$ cat src/rtl/reg_file_sb.sv
// Multi-ported register file with optional write-to-read bypass and a
// per-register pending-write scoreboard for the control FSM's stall logic.
module reg_file_sb #(
    parameter int DATA_W = 32,
    parameter int ADDR_W = 4,
    parameter bit BYPASS = 1'b1
) (
    input  logic                    clk,
    input  logic                    rst,
    input  logic [ADDR_W-1:0]       rd_addr_a,
    input  logic [ADDR_W-1:0]       rd_addr_b,
    output logic [DATA_W-1:0]       rd_data_a,
    output logic [DATA_W-1:0]       rd_data_b,
    output logic                    rd_busy_a,
    output logic                    rd_busy_b,
    input  logic                    wr0_en,
    input  logic [ADDR_W-1:0]       wr0_addr,
    input  logic [DATA_W-1:0]       wr0_data,
    input  logic                    wr1_en,
    input  logic [ADDR_W-1:0]       wr1_addr,
    input  logic [DATA_W-1:0]       wr1_data,
    input  logic                    claim_en,
    input  logic [ADDR_W-1:0]       claim_addr,
    output logic [(2**ADDR_W)-1:0]  busy_vec,
    output logic                    wr_collision
);

    localparam int NREGS = 2 ** ADDR_W;

    logic [DATA_W-1:0] regs_q [NREGS];
    logic [DATA_W-1:0] regs_d [NREGS];
    logic [NREGS-1:0]  busy_q, busy_d;
    logic              collision_q, collision_d;

    // NOTE: every always_comb output is given a default first so no path
    // leaves it unassigned, which would otherwise infer a latch.
    always_comb begin
        regs_d      = regs_q;
        busy_d      = busy_q;
        collision_d = wr0_en && wr1_en && (wr0_addr == wr1_addr);
        for (int i = 0; i < NREGS; i++) begin
            // Port 1 is applied first so port 0 overwrites it on a collision.
            if (wr1_en && (wr1_addr == ADDR_W'(i))) begin
                regs_d[i] = wr1_data;
                busy_d[i] = 1'b0;
            end
            if (wr0_en && (wr0_addr == ADDR_W'(i))) begin
                regs_d[i] = wr0_data;
                busy_d[i] = 1'b0;
            end
            // A same-cycle claim marks a new producer, so it beats the clear.
            if (claim_en && (claim_addr == ADDR_W'(i))) begin
                busy_d[i] = 1'b1;
            end
        end
    end

    // NOTE: the array is held in flops rather than a RAM macro because it
    // must clear on reset and support two writes plus two reads per cycle.
    // NOTE: sequential state uses non-blocking assignments so all flops
    // update together from the values sampled before the edge.
    always_ff @(posedge clk) begin
        if (rst) begin
            regs_q      <= '{default: '0};
            busy_q      <= '0;
            collision_q <= 1'b0;
        end else begin
            regs_q      <= regs_d;
            busy_q      <= busy_d;
            collision_q <= collision_d;
        end
    end

    function automatic logic [DATA_W-1:0] read_port(input logic [ADDR_W-1:0] addr);
        logic [DATA_W-1:0] val;
        val = regs_q[addr];
        if (BYPASS) begin
            if (wr1_en && (wr1_addr == addr)) val = wr1_data;
            if (wr0_en && (wr0_addr == addr)) val = wr0_data;
        end
        return val;
    endfunction

    always_comb begin
        rd_data_a = read_port(rd_addr_a);
        rd_data_b = read_port(rd_addr_b);
    end

    // Busy reflects registered state only; a same-cycle write does not clear it.
    assign rd_busy_a    = busy_q[rd_addr_a];
    assign rd_busy_b    = busy_q[rd_addr_b];
    assign busy_vec     = busy_q;
    assign wr_collision = collision_q;

endmodule

$ cat config.mk
export PLATFORM = sky130hd
export DESIGN_NAME = reg_file_sb
export DESIGN_NICKNAME = d
export VERILOG_FILES = /design/src/rtl/reg_file_sb.sv
export SDC_FILE = /design/constraint.sdc
export NUM_CORES = 2
export LEC_CHECK = 0
export BUFFER_PORTS_ARGS = -buffer_cell sky130_fd_sc_hd__buf_4
export CAP_MARGIN = 20
export CELL_PAD_IN_SITES_DETAIL_PLACEMENT = 1
export CELL_PAD_IN_SITES_GLOBAL_PLACEMENT = 1
export CORE_MARGIN = 5
export CORE_UTILIZATION = 30
export CTS_BUF_LIST = sky130_fd_sc_hd__clkbuf_4
export DETAILED_ROUTE_END_ITERATION = 8
export PLACE_DENSITY_LB_ADDON = 0.1
export RECOVER_POWER = 25
export SYNTH_ARGS = -nofsm -noshare
export SYNTH_HDL_FRONTEND = slang
export SYNTH_SLANG_ARGS = --single-unit
$ cat constraint.sdc
create_clock -name clk -period 2.1 [get_ports clk]
set_input_delay 0.42 -clock clk [delete_from_list [all_inputs] [get_ports clk]]
set_output_delay 0.42 -clock clk [all_outputs]
set_load 0.01 [all_outputs]
==> flow_summary.yaml <==
sta:
  slew_headroom: 0.418
  tightestPinTransition_ps: 872
  hold_viol_final: 0
  finalClockSkew_ps: 0
  tns_ps: -70750
  drv_slew: 0
  finalCritPeriodShare: 1.53
  rsz0062_at_grt: "yes"
  fin_ws_ps: -1120
  setup_viol: 110
  min_period_ps: 3220
  max_clock_freq_ghz: 0.311
die:
  fp.coreArea_mm2: 0.112
  start_util: 0.302
  num_rows: 123
  die_area_mm2: 0.120
  io_pins: 172
  die-width_um: 347
  fp.dieH_um: 347
synthesis:
  netlist_instances: 3443
  ys_warn_count: 0
  synth-seq-cells: 529
  avgSynthCellArea_um2: 9.88
  seq_area_frac_synth: 0.311
  synth-edff-count: 0
  async_flop_share: 0
  syn_nets: 3532
  syn_area_mm2: 0.0340
  synth_cell_types: 45
  synth_ff_type: "dfxtp_1"
pwr:
  power_leakage_nw: 16.6
  finalPower_w: 0.0261
  power_density_mw_per_mm2: 611
  combPwrFrac: 0.188
  clkPwrFrac: 0.403
  switching_share: 0.311
  internal_power_w: 0.0180
  seq_power_share: 0.409
  switchingPower_w: 0.00810
  vdd_drop_max_v: 0.000455
routing:
  first_pass_iters: 7
  viasPerCell: 5.89
  drc: 0
  post_drt_wl_per_cell_um: 30.1
  drt_iter0_markers: 2127
  via_count: 31500
  final_antenna_net_count: 0
  detail_route.wirelength_um: 161000
setup_path:
  crit_family: "multiplexers"
  crit_path_end: "rd_data_a[1]"
  worstPathArrival_ps: 2800
  start_kind: "flop"
  crit_path_start: "regs_q[289]"
  reg2reg_slack_ps: 700
  cp.required_ps: 1680
  r2r_cells: 4
  r2r-start: "regs_q[316]"
  critPathMaxFanout: 3
  crit_slowest_cell: "mux4_2"
  criticalPathCategory: "flop to output pin"
  crit_chain: "mux4_2 -> mux2_4 -> nand2_1 -> nand4_1 -> o221a_2 -> buf_6"
  crit_cells: 6
  cp_num_buf_inv: 1
  critPathMaxStageDelay_ps: 460
  critical_path.endpoint_type: "output pin"
  r2r-end: "regs_q[316]"
place:
  numPortBuffers: 171
  place_congestion: 0.807
  hpwl_um: 104000
  place_area_mm2: 0.0388
outcome:
  status: "finished, violations left"
  violations: "setup timing"
worst_hold_path:
  hp-class: "input pin to flop"
layout:
  stdcell_area_mm2: 0.0427
  multi_input_area_mm2: 0.0213
  ff_latch_area_mm2: 0.0107
  syn_to_final_growth_pct: 25.4
  final_layout_size_suffix_gt1_frac: 0.337
  fillCellCount: 12400
  post-route-util: 0.379
  nNetsFinal: 3832
grt:
  grt_pass1_wl_um: 235000
  grt_pass1_vias: 34100
  grt-ovfl-total: 0
  globalRouteTotalUtil: 0.259
  grt_max_degree: 70
  grt_antenna_before_repair: 2
cts:
  cts_made_buffers: 168
  cts_max_level: 4
  clk_pin_slew_ps: 60
  clock_latency_ps: 1030
  cts_tree: "built"
  clock_path_buffers: 3
  cts.sinks: 529
  cts_root_buf: "clkbuf_4"
flow_run:
  max_cap_violations: 0
[synth_stat cells, drive strengths merged (8+ instances only)]
| cell type | count | area [µm²] |
|---|---|---|
| a221oi | 64 | 561 |
| a211oi | 480 | 3600 |
| nand4 | 64 | 400 |
| o21ai | 64 | 320 |
| a21oi | 8 | 40.0 |
| a32oi | 8 | 70.1 |
| nand2 | 120 | 450 |
| clkbuf | 245 | 925 |
| xor2 | 13 | 114 |
| mux2 | 64 | 721 |
| mux4 | 202 | 4710 |
| o221a | 64 | 721 |
| dfxtp | 529 | 10600 |
| nor2 | 536 | 2030 |
| buf | 241 | 1760 |
| a311oi | 32 | 280 |
| nand3 | 47 | 235 |
| nor2b | 9 | 56.3 |
| mux2i | 608 | 6090 |
[flip-flops by register name, summed over array words and instances, names as in the netlist]
register and flops:
busy_vec 16, regs_q 512, wr_collision 1
[cell usage in the layout, fill, tap and decap left out, types with 8 or more instances in the layout]
cell | netlist | final
mux2i_1 | 608 | 608
nor2_1 | 527 | 530
a211oi_1 | 480 | 480
dfxtp_1 | 529 | 408
buf_4 | 49 | 290
clkbuf_4 | 1 | 243
mux4_2 | 160 | 193
buf_12 | 9 | 121
dfxtp_2 | 0 | 120
dlygate4sd3_1 | 1 | 120
buf_6 | 42 | 70
mux2_4 | 0 | 64
nand4_1 | 64 | 64
a221oi_1 | 64 | 59
o21ai_1 | 30 | 58
nand2_2 | 0 | 57
o221a_2 | 64 | 55
nand2_1 | 120 | 48
nand3_1 | 47 | 39
a311oi_1 | 32 | 32
clkinv_1 | 0 | 23
nand2_4 | 0 | 15
xor2_1 | 13 | 13
o221a_4 | 0 | 9
mux4_1 | 42 | 9
clkbuf_2 | 1 | 9
a32oi_1 | 8 | 8
a21oi_1 | 8 | 8
[cells by family (layout without fill, tap and decap cells)]
kind of cell / Yosys count / count (layout) / share of synthesized area
buffers and inverters: 494 / 896 / 0.0809
AO/OA/AOI/OAI: 722 / 722 / 0.165
multiplexers: 874 / 874 / 0.338
XOR/XNOR: 20 / 20 / 0.00515
AND/OR/NAND/NOR: 804 / 804 / 0.0993
other: 0 / 4 / 0
flip-flops: 529 / 529 / 0.311
[area by class of cell]
cell class	instances	share of cell area
Antenna cell	4	0.000235
Clock buffer	236	0.0415
Clock inverter	36	0.00498
Inverter	1	0.0000880
Multi-Input combinational cell	2420	0.499
Sequential cell	529	0.252
Tap cell	1500	0.0440
Timing Repair Buffer	623	0.158
[worst min path at each step]
| stage | cells past startpoint | end | from |
|---|---|---|---|
| floorplan | 2 | regs_q[480] | regs_q[480] |
| global route | 6 | busy_vec[6] | wr1_addr[0] |
| global placement | 2 | regs_q[501] | regs_q[501] |
| finish | 6 | busy_vec[6] | wr1_addr[0] |
| detailed placement | 2 | regs_q[485] | regs_q[485] |
| CTS | 6 | busy_vec[6] | wr1_addr[0] |
[per-layer routing]
layer / up-vias / GRT usage / part of all wire
met5: - / 0 / 0
met2: 954 / 0.449 / 0.49
met3: 351 / 0.0428 / 0.048
li1: 13700 / - / -
met4: 0 / 0.0977 / 0.036
met1: 16500 / 0.324 / 0.42
[power by group through the flow]
| stage | combinational (W) | clock, W | sequential (W) |
|---|---|---|---|
| after floorplan | 0.00270 | 0 | 0.0107 |
| after global placement | 0.00448 | 0 | 0.0108 |
| after detailed placement | 0.00456 | 0 | 0.0108 |
| after CTS | 0.00492 | 0.0109 | 0.0106 |
| after global routing | 0.00516 | 0.0114 | 0.0107 |
| final | 0.00490 | 0.0105 | 0.0107 |
[stage by stage]
stage	instances	hold slack, ps	worst slack, ps
final	5349	141	-1120
after global routing	5349	58.8	-1270
after CTS	5339	10.9	-1260
after detailed placement	4946	492	-686
after global placement	4946	481	-703
after floorplan	3443	463	-63.4
[worst min-delay path, delay by kind of cell]
kind / cells / cell delay [ps]
buf+inv: 2 / 300
simple gates: 3 / 300
compound gates: 1 / 100
[timing repair]
item                                    CTS  global route
hold endpoints to repair                529             1
pin swaps                                63            12
hold buffers                            119             1
resized for setup                       252            55
endpoints found under the setup margin   81            72
buffers inserted                          3             5
No activity file was read; power rests on OpenSTA's default activity.
